File: src/rtl/pipeline_controller_if.sv
// Hazard/wait inputs and per-latch stall/flush controls between the pipeline
// stages and the central pipeline controller.
interface pipeline_controller_if;
   logic        id_load_use;
   logic        ex_div_start;
   logic        mem_request;
   logic        mem_ready;
   logic        mem_exception;
   logic [4:0]  stall;
   logic [4:0]  flush;
   logic        pc_redirect;
   logic        ex_div_done;
   logic [31:0] stall_cycles;

   modport master (
      output id_load_use, ex_div_start, mem_request, mem_ready, mem_exception,
      input  stall, flush, pc_redirect, ex_div_done, stall_cycles
   );

   modport slave (
      input  id_load_use, ex_div_start, mem_request, mem_ready, mem_exception,
      output stall, flush, pc_redirect, ex_div_done, stall_cycles
   );
endinterface

File: src/rtl/pipeline_controller.sv
// Central stall/flush sequencer for the 5-stage pipeline: prioritises
// exception, memory wait, divide busy and load-use hazards, sequences
// multi-cycle divides and counts stalled cycles.
//
// state | meaning
// RUN   | normal flow; a divide may start this cycle
// DIV   | divide occupying EX; div_count counts remaining busy cycles
module pipeline_controller #(
   parameter int unsigned DIV_CYCLES = 32
) (
   input logic                  clock,
   input logic                  reset,
   pipeline_controller_if.slave bus
);

   typedef enum logic {RUN, DIV} state_t;

   // ex_div_start counts as the first busy cycle, so the counter covers the rest
   localparam logic [7:0] DIV_LOAD = 8'(DIV_CYCLES - 2);

   state_t      state;
   state_t      state_next;
   logic [7:0]  div_count;
   logic [7:0]  div_count_next;
   logic [31:0] stall_cycles;

   logic [4:0]  stall_c;
   logic [4:0]  flush_c;
   logic        redirect_c;
   logic        done_c;
   logic        mem_wait;
   logic        div_busy;

   // Priority decode of hazard controls and divide sequencing
   always_comb begin
      stall_c        = 5'b00000;
      flush_c        = 5'b00000;
      redirect_c     = 1'b0;
      done_c         = 1'b0;
      state_next     = state;
      div_count_next = div_count;

      mem_wait = bus.mem_request & ~bus.mem_ready;
      div_busy = ((state == RUN) & bus.ex_div_start) |
                 ((state == DIV) & (div_count != 8'd0));

      if (bus.mem_exception) begin
         flush_c    = 5'b01110;
         redirect_c = 1'b1;
      end else if (mem_wait) begin
         stall_c = 5'b01111;
         flush_c = 5'b10000;
      end else if (div_busy) begin
         stall_c = 5'b00111;
         flush_c = 5'b01000;
      end else if (bus.id_load_use) begin
         stall_c = 5'b00011;
         flush_c = 5'b00100;
      end

      case (state)
         RUN: begin
            if (bus.ex_div_start && !bus.mem_exception) begin
               state_next     = DIV;
               div_count_next = DIV_LOAD;
            end
         end
         DIV: begin
            if (bus.mem_exception) begin
               state_next     = RUN;
               div_count_next = 8'd0;
            end else if (div_count != 8'd0) begin
               div_count_next = div_count - 8'd1;
            end else if (!mem_wait) begin
               // result leaves EX only once MEM is no longer holding the pipe
               done_c     = 1'b1;
               state_next = RUN;
            end
         end
         default: begin
            state_next     = RUN;
            div_count_next = 8'd0;
         end
      endcase

      if (reset) begin
         stall_c    = 5'b00000;
         flush_c    = 5'b00000;
         redirect_c = 1'b0;
         done_c     = 1'b0;
      end
   end

   // State, divide counter and stalled-cycle counter
   always_ff @(posedge clock or posedge reset) begin
      if (reset) begin
         state        <= RUN;
         div_count    <= 8'd0;
         stall_cycles <= 32'd0;
      end else begin
         state     <= state_next;
         div_count <= div_count_next;
         if (stall_c[0])
            stall_cycles <= stall_cycles + 32'd1;
      end
   end

   assign bus.stall        = stall_c;
   assign bus.flush        = flush_c;
   assign bus.pc_redirect  = redirect_c;
   assign bus.ex_div_done  = done_c;
   assign bus.stall_cycles = stall_cycles;

endmodule
File: src/flat_wrapper.sv
// flat-port wrapper written by rule: the top's interface ports become plain ports
module pipeline_controller_flat 
#(
   parameter int unsigned DIV_CYCLES = 32
)
  (clock, reset, bus_id_load_use, bus_ex_div_start, bus_mem_request, bus_mem_ready, bus_mem_exception, bus_stall, bus_flush, bus_pc_redirect, bus_ex_div_done, bus_stall_cycles);
  pipeline_controller_if bus_i ();
  input logic clock;
  input logic reset;
  input wire logic [$bits(bus_i.id_load_use)-1:0] bus_id_load_use;
  input wire logic [$bits(bus_i.ex_div_start)-1:0] bus_ex_div_start;
  input wire logic [$bits(bus_i.mem_request)-1:0] bus_mem_request;
  input wire logic [$bits(bus_i.mem_ready)-1:0] bus_mem_ready;
  input wire logic [$bits(bus_i.mem_exception)-1:0] bus_mem_exception;
  output wire logic [$bits(bus_i.stall)-1:0] bus_stall;
  output wire logic [$bits(bus_i.flush)-1:0] bus_flush;
  output wire logic [$bits(bus_i.pc_redirect)-1:0] bus_pc_redirect;
  output wire logic [$bits(bus_i.ex_div_done)-1:0] bus_ex_div_done;
  output wire logic [$bits(bus_i.stall_cycles)-1:0] bus_stall_cycles;
  assign bus_i.id_load_use = bus_id_load_use;
  assign bus_i.ex_div_start = bus_ex_div_start;
  assign bus_i.mem_request = bus_mem_request;
  assign bus_i.mem_ready = bus_mem_ready;
  assign bus_i.mem_exception = bus_mem_exception;
  assign bus_stall = bus_i.stall;
  assign bus_flush = bus_i.flush;
  assign bus_pc_redirect = bus_i.pc_redirect;
  assign bus_ex_div_done = bus_i.ex_div_done;
  assign bus_stall_cycles = bus_i.stall_cycles;
  pipeline_controller #(.DIV_CYCLES(DIV_CYCLES)) u_core (.clock(clock), .reset(reset), .bus(bus_i));
endmodule
File: config.mk
export PLATFORM = sky130hd
export DESIGN_NAME = pipeline_controller_flat
export DESIGN_NICKNAME = d
export VERILOG_FILES = /design/src/rtl/pipeline_controller_if.sv /design/src/rtl/pipeline_controller.sv /design/src/flat_wrapper.sv
export SDC_FILE = /design/constraint.sdc
export NUM_CORES = 1
export LEC_CHECK = 0
export ABC_CLOCK_PERIOD_IN_PS = 2800
export CAP_MARGIN = 20
export CORE_MARGIN = 10
export CORE_UTILIZATION = 49
export CTS_CLUSTER_SIZE = 40
export DETAILED_ROUTE_END_ITERATION = 12
export GPL_TIMING_DRIVEN = 1
export PLACE_DENSITY = 0.79
export SLEW_MARGIN = 40
export SYNTH_ARGS = -nofsm -noshare
export SYNTH_HDL_FRONTEND = slang
export SYNTH_SLANG_ARGS = --single-unit
File: constraint.sdc
create_clock -name clock -period 2.8 [get_ports clock]
set_input_delay 0.84 -clock clock [delete_from_list [all_inputs] [get_ports clock]]
set_output_delay 0.84 -clock clock [all_outputs]
set_load 0.05 [all_outputs]
# --- After elaboration in Yosys (flattened, before gate mapping) ---
# Cells that the tools add are included.
word_totals:
  word_cells: 43
  input_bits: 7
  ff_bits: 41
  out_inout_bits: 44
classes:
  add_sub_neg: 2
  n_reduce_logical: 4
  mux: 26
  bitwise_logic: 6
  n_eq_ne: 2
op_table:
  columns: ["op", "count"]
  rows:
  - ["5-bit 2-to-1 mux", 8]
  - ["32-bit by 1-bit adder with 32-bit output, second input constant", 1]
  - ["8-bit 2-to-1 mux", 3]
  - ["8-bit one-hot mux with 2 select lines", 1]
  - ["1-bit 2-to-1 mux", 11]
  - ["8-bit nonzero test", 1]
  - ["8-bit by 1-bit subtractor with 8-bit output, second input constant", 1]
  - ["1-bit bitwise AND", 3]
  - ["3-bit 2-to-1 mux", 1]
  - ["3-bit != test, second input constant", 1]
  - ["2-bit 2-to-1 mux", 1]
  - ["2-bit != test, second input constant", 1]
  - ["1-bit NOT", 2]
  - ["1-bit one-hot mux with 2 select lines", 1]
  - ["2-bit AND reduction", 1]
  - ["1-bit logical AND", 1]
  - ["1-bit zero test", 1]
  - ["1-bit OR", 1]

# --- Depth between registers and ports, before layout ---
# Gate-level depths: netlist (run 1).
depth:
  depth_word: 7
  ltp_mapped: 8
  ltp_nobuf: 7

# --- Worst setup path after synthesis (run 1) ---
# No wires, ideal clock.
synth_timing:
  path_type: "in2out"
  from: "input port reset"
  to: "output port bus_ex_div_done"
  cell_stages: 3
  t_arrival_ps: 2280
  slack_ps: -320
  path_buffers: 1
  path_cell_list: "or2_1 > buf_6 > nor3_1"
synth_via:
  elab_chain_len: 1
synth_lines:
  columns: ["element", "line", "source"]
  rows:
  - ["start, declared", "flat_wrapper.sv:9", "input logic reset;"]
  - ["1-bit 2-to-1 mux", "pipeline_controller.sv:86", "if (reset) begin"]
  - ["end, declared", "flat_wrapper.sv:18", "output wire logic [$bits(bus_i.ex_div_done)-1:0] bus_ex_div_done;"]
# Every way passes these cells.

# --- Final worst setup path (run 1) ---
layout_timing:
  from: "register u_core.div_count[0]"
  to: "output port bus_flush[2]"
layout_via:
  elab_chain_len: 7
layout_lines:
  columns: ["element", "line", "source"]
  rows:
  - ["start, declared", "pipeline_controller.sv:23", "logic [7:0] div_count;"]
  - ["start signal, assigned", "pipeline_controller.sv:102", "div_count <= div_count_next;"]
  - ["8-bit nonzero test", "pipeline_controller.sv:45", "((state == DIV) & (div_count != 8'd0));"]
  - ["1-bit bitwise AND", "pipeline_controller.sv:45", null]
  - ["1-bit OR", "pipeline_controller.sv:44", "div_busy = ((state == RUN) & bus.ex_div_start) |"]
  - ["5-bit 2-to-1 mux", "pipeline_controller.sv:53", "end else if (div_busy) begin"]
  - ["5-bit 2-to-1 mux", "pipeline_controller.sv:50", "end else if (mem_wait) begin"]
  - ["5-bit 2-to-1 mux", "pipeline_controller.sv:47", "if (bus.mem_exception) begin"]
  - ["5-bit 2-to-1 mux", "pipeline_controller.sv:86", null]
  - ["end, declared", "flat_wrapper.sv:16", "output wire logic [$bits(bus_i.flush)-1:0] bus_flush;"]
# Every way passes these cells.

==> out/results.ini, run 1 <==
[outcome]
status=complete, no violations

[synth]
synth.distinct_cells=41
synthTopCellsByCount=dfrtp_1, xnor2_1, nor2_1
synth_area_um2=2130
yosys.area.top_type=dfrtp_1
synthCells=211
avgSynthCellArea_um2=10.09
synth_edf_count=0
async_reset_ff_share_pct=100.0
ys_seq_area_share_pct=48.18
synth_top_area_share_pct=48.18
synth_most_common_cell=dfrtp_1
synth-seq-cells=41
synth_warnings=0
synth_area_leaders=dfrtp_1, xnor2_1, xor2_1
synth_ff_type=dfrtp_1

[finish]
nNetsFinal=281
antenna_cells=0
final_core_util_pct=73.06
drive_gt1_share_pct=20.51
fin_cells=323
syn_to_final_growth_pct=41.19

[route]
drtIter0Drc=97
wirelength_um=5298
firstDrtPassIters=4
routed_via_density=5.536
wl_per_cell_um=16.40
vias=1788
drc=0
drtAntennaViolNets=0

[placement]
pre_cts_slack_ns=-0.1948
place_congestion=0.8055
portBuffers=48
dp.cells=314
hpwlAfterDp_um=3745

[pwr]
cellPowerDensity_nw_per_um2=579.7
power_leakage_nw=1.353
irDropWorstVdd_uv=404.3
power_mw=1.743

[cts]
ctsHtreeMaxLevel=2
cts_buffers=5
cts_root_buf=clkbuf_8
clock_latency_ns=0.29
cts.sinks=41
clk_pin_slew_worst_paths_ns=0.08
cts_tree=yes
clockBufferDepth=2

[setup_path]
timing.rr.end=u_core.bus.stall_cycles[26]$_DFFE_PP0P_
start_kind=register
rrSetupSlack_ns=0.58
end_kind=output pin
critPathMaxFanout=3
startpoint=u_core.div_count[0]$_DFFE_PP0P_
cp.required_ns=1.96
path_class=reg -> out
crit_arrival_ns=1.92
reg2reg_depth=10
crit_path_end=bus_flush[2]
reg2reg_from=u_core.div_count[0]$_DFFE_PP0P_

[die]
rows=23
start_util_pct=51.75
top_level_ports=51
dieArea_um2=7383
die_w_um=85.93
die_h_um=85.93
design.core.area_um2=4115

[sta]
fin_crit_ns=2.764
whs_ns=0.4775
worst_slack_ns=0.03550
tightest_slew_ns=0.5374
min_period_over_period_pct=98.73
rsz0062_at_grt=yes
hold_viol=0
fmax_mhz=361.7
setup_viol=0
max-slew-margin-rel_pct=64.17
slew_violations=0
skew_ns=0.008630

[global_routing]
grt_max_degree=42
grt_pass1_wl_um=8749
grt_antenna_before_repair=0
grt.total_usage_pct=14.47
grt_pass1_vias=1801
grt_overflow=0

[worst_hold_path]
worst_hold_path_type=reg -> reg

[job]
max-cap-violations=0

cells in the final DEF (no fill, tap or decap), drive strengths merged, types with 3 or more instances in the layout:
master / count
a21oi: 4
and3: 10
and4: 4
buf: 28
clkbuf: 6
clkdlybuf4s50: 33
dfrtp: 41
dlymetal6s2s: 4
inv: 6
nand2: 16
nand2b: 3
nand3: 13
nand4: 12
nor2: 18
nor2b: 6
nor3: 6
o21ai: 3
xnor2: 25
xor2: 10
stage by stage:
step / setup TNS [ns] / area [um2]
2_1_floorplan: 0 / 2141
3_3_place_gp: -1.811 / 2823
3_5_place_dp: -2.458 / 2823
4_1_cts: -0.3741 / 2953
5_1_grt: -0.06547 / 3007
6_report: 0 / 3007
kinds of logic (layout without fill, tap and decap cells):
family | count (synthesis) | count (layout) | share of synthesized area, %
buffers and inverters | 19 | 80 | 5.229
adder cells (fa/ha/maj) | 2 | 2 | 1.175
multiplexers | 2 | 2 | 0.9988
AND/OR/NAND/NOR | 94 | 94 | 24.03
AO/OA/AOI/OAI | 17 | 17 | 5.464
other | 1 | 2 | 0.1761
XOR/XNOR | 35 | 35 | 14.75
flip-flops | 41 | 41 | 48.18
where the power goes:
group / switching [mW] / internal [mW] / leakage, nW / total (mW)
combinational: 0.308 / 0.202 / 0.745 / 0.510
sequential: 0.0871 / 0.650 / 0.550 / 0.738
clock: 0.205 / 0.290 / 0.0574 / 0.495
how the worst min path moves through the flow:
stage / start / to / slack (ns) / cells after the start
2_1_floorplan: u_core.div_count[1]$_DFFE_PP0P_ / u_core.div_count[1]$_DFFE_PP0P_ / 0.46 / 2
3_3_place_gp: u_core.bus.stall_cycles[31]$_DFFE_PP0P_ / u_core.bus.stall_cycles[31]$_DFFE_PP0P_ / 0.46 / 1
3_5_place_dp: u_core.bus.stall_cycles[31]$_DFFE_PP0P_ / u_core.bus.stall_cycles[31]$_DFFE_PP0P_ / 0.47 / 1
4_1_cts: u_core.bus.stall_cycles[31]$_DFFE_PP0P_ / u_core.bus.stall_cycles[31]$_DFFE_PP0P_ / 0.49 / 1
5_1_grt: u_core.bus.stall_cycles[31]$_DFFE_PP0P_ / u_core.bus.stall_cycles[31]$_DFFE_PP0P_ / 0.50 / 1
6_report: u_core.bus.stall_cycles[31]$_DFFE_PP0P_ / u_core.bus.stall_cycles[31]$_DFFE_PP0P_ / 0.48 / 1
registers in the layout (all words and copies together), names as in the netlist:
register / cells
u_core.bus.stall_cycles: 32
u_core.div_count: 8
u_core.state: 1
routing by layer:
metal | vias to the layer above | wire length, um | GRT usage [%] | part of all wire, %
met3 | 15 | 428 | 6.055 | 8.1
met2 | 60 | 2518 | 22.04 | 48
met4 | 0 | 146 | 6.737 | 2.8
met5 | - | 0 | 0 | 0
li1 | 838 | - | - | -
met1 | 875 | 2205 | 17.25 | 42
critical path, stage by stage (launching register included):
cell and delay, ns:
dfrtp_1 0.41, inv_1 0.09, ha_2 0.20, nor4b_4 0.22, a31oi_1 0.15, nor2_1 0.16, a21oi_1 0.09, nor2_2 0.16
buf_12 0.15
what timing repair did:
item / CTS / global route
hold buffers: 0 / 0
endpoints found under the setup margin: 8 / 8
pin swaps: 3 / 3
gates resized for setup: 5 / 12
setup buffers: 0 / 1
area by class of cell:
cell class,instances,area (um2)
clock inverter,2,37.54
clock buffer,6,82.58
sequential,41,1026
multi-input combinational,152,1047
inverter,6,22.52
tap,50,62.56
timing repair buffer,66,728.2
fill,316,1109
(Power assumes the default switching activity.)
==> run 2, diff against run 1 <==
SLEW_MARGIN = default   (was 40)
==> results of run 2 <==
No change in the layout: final DEF, timing and power equal those of run 1.
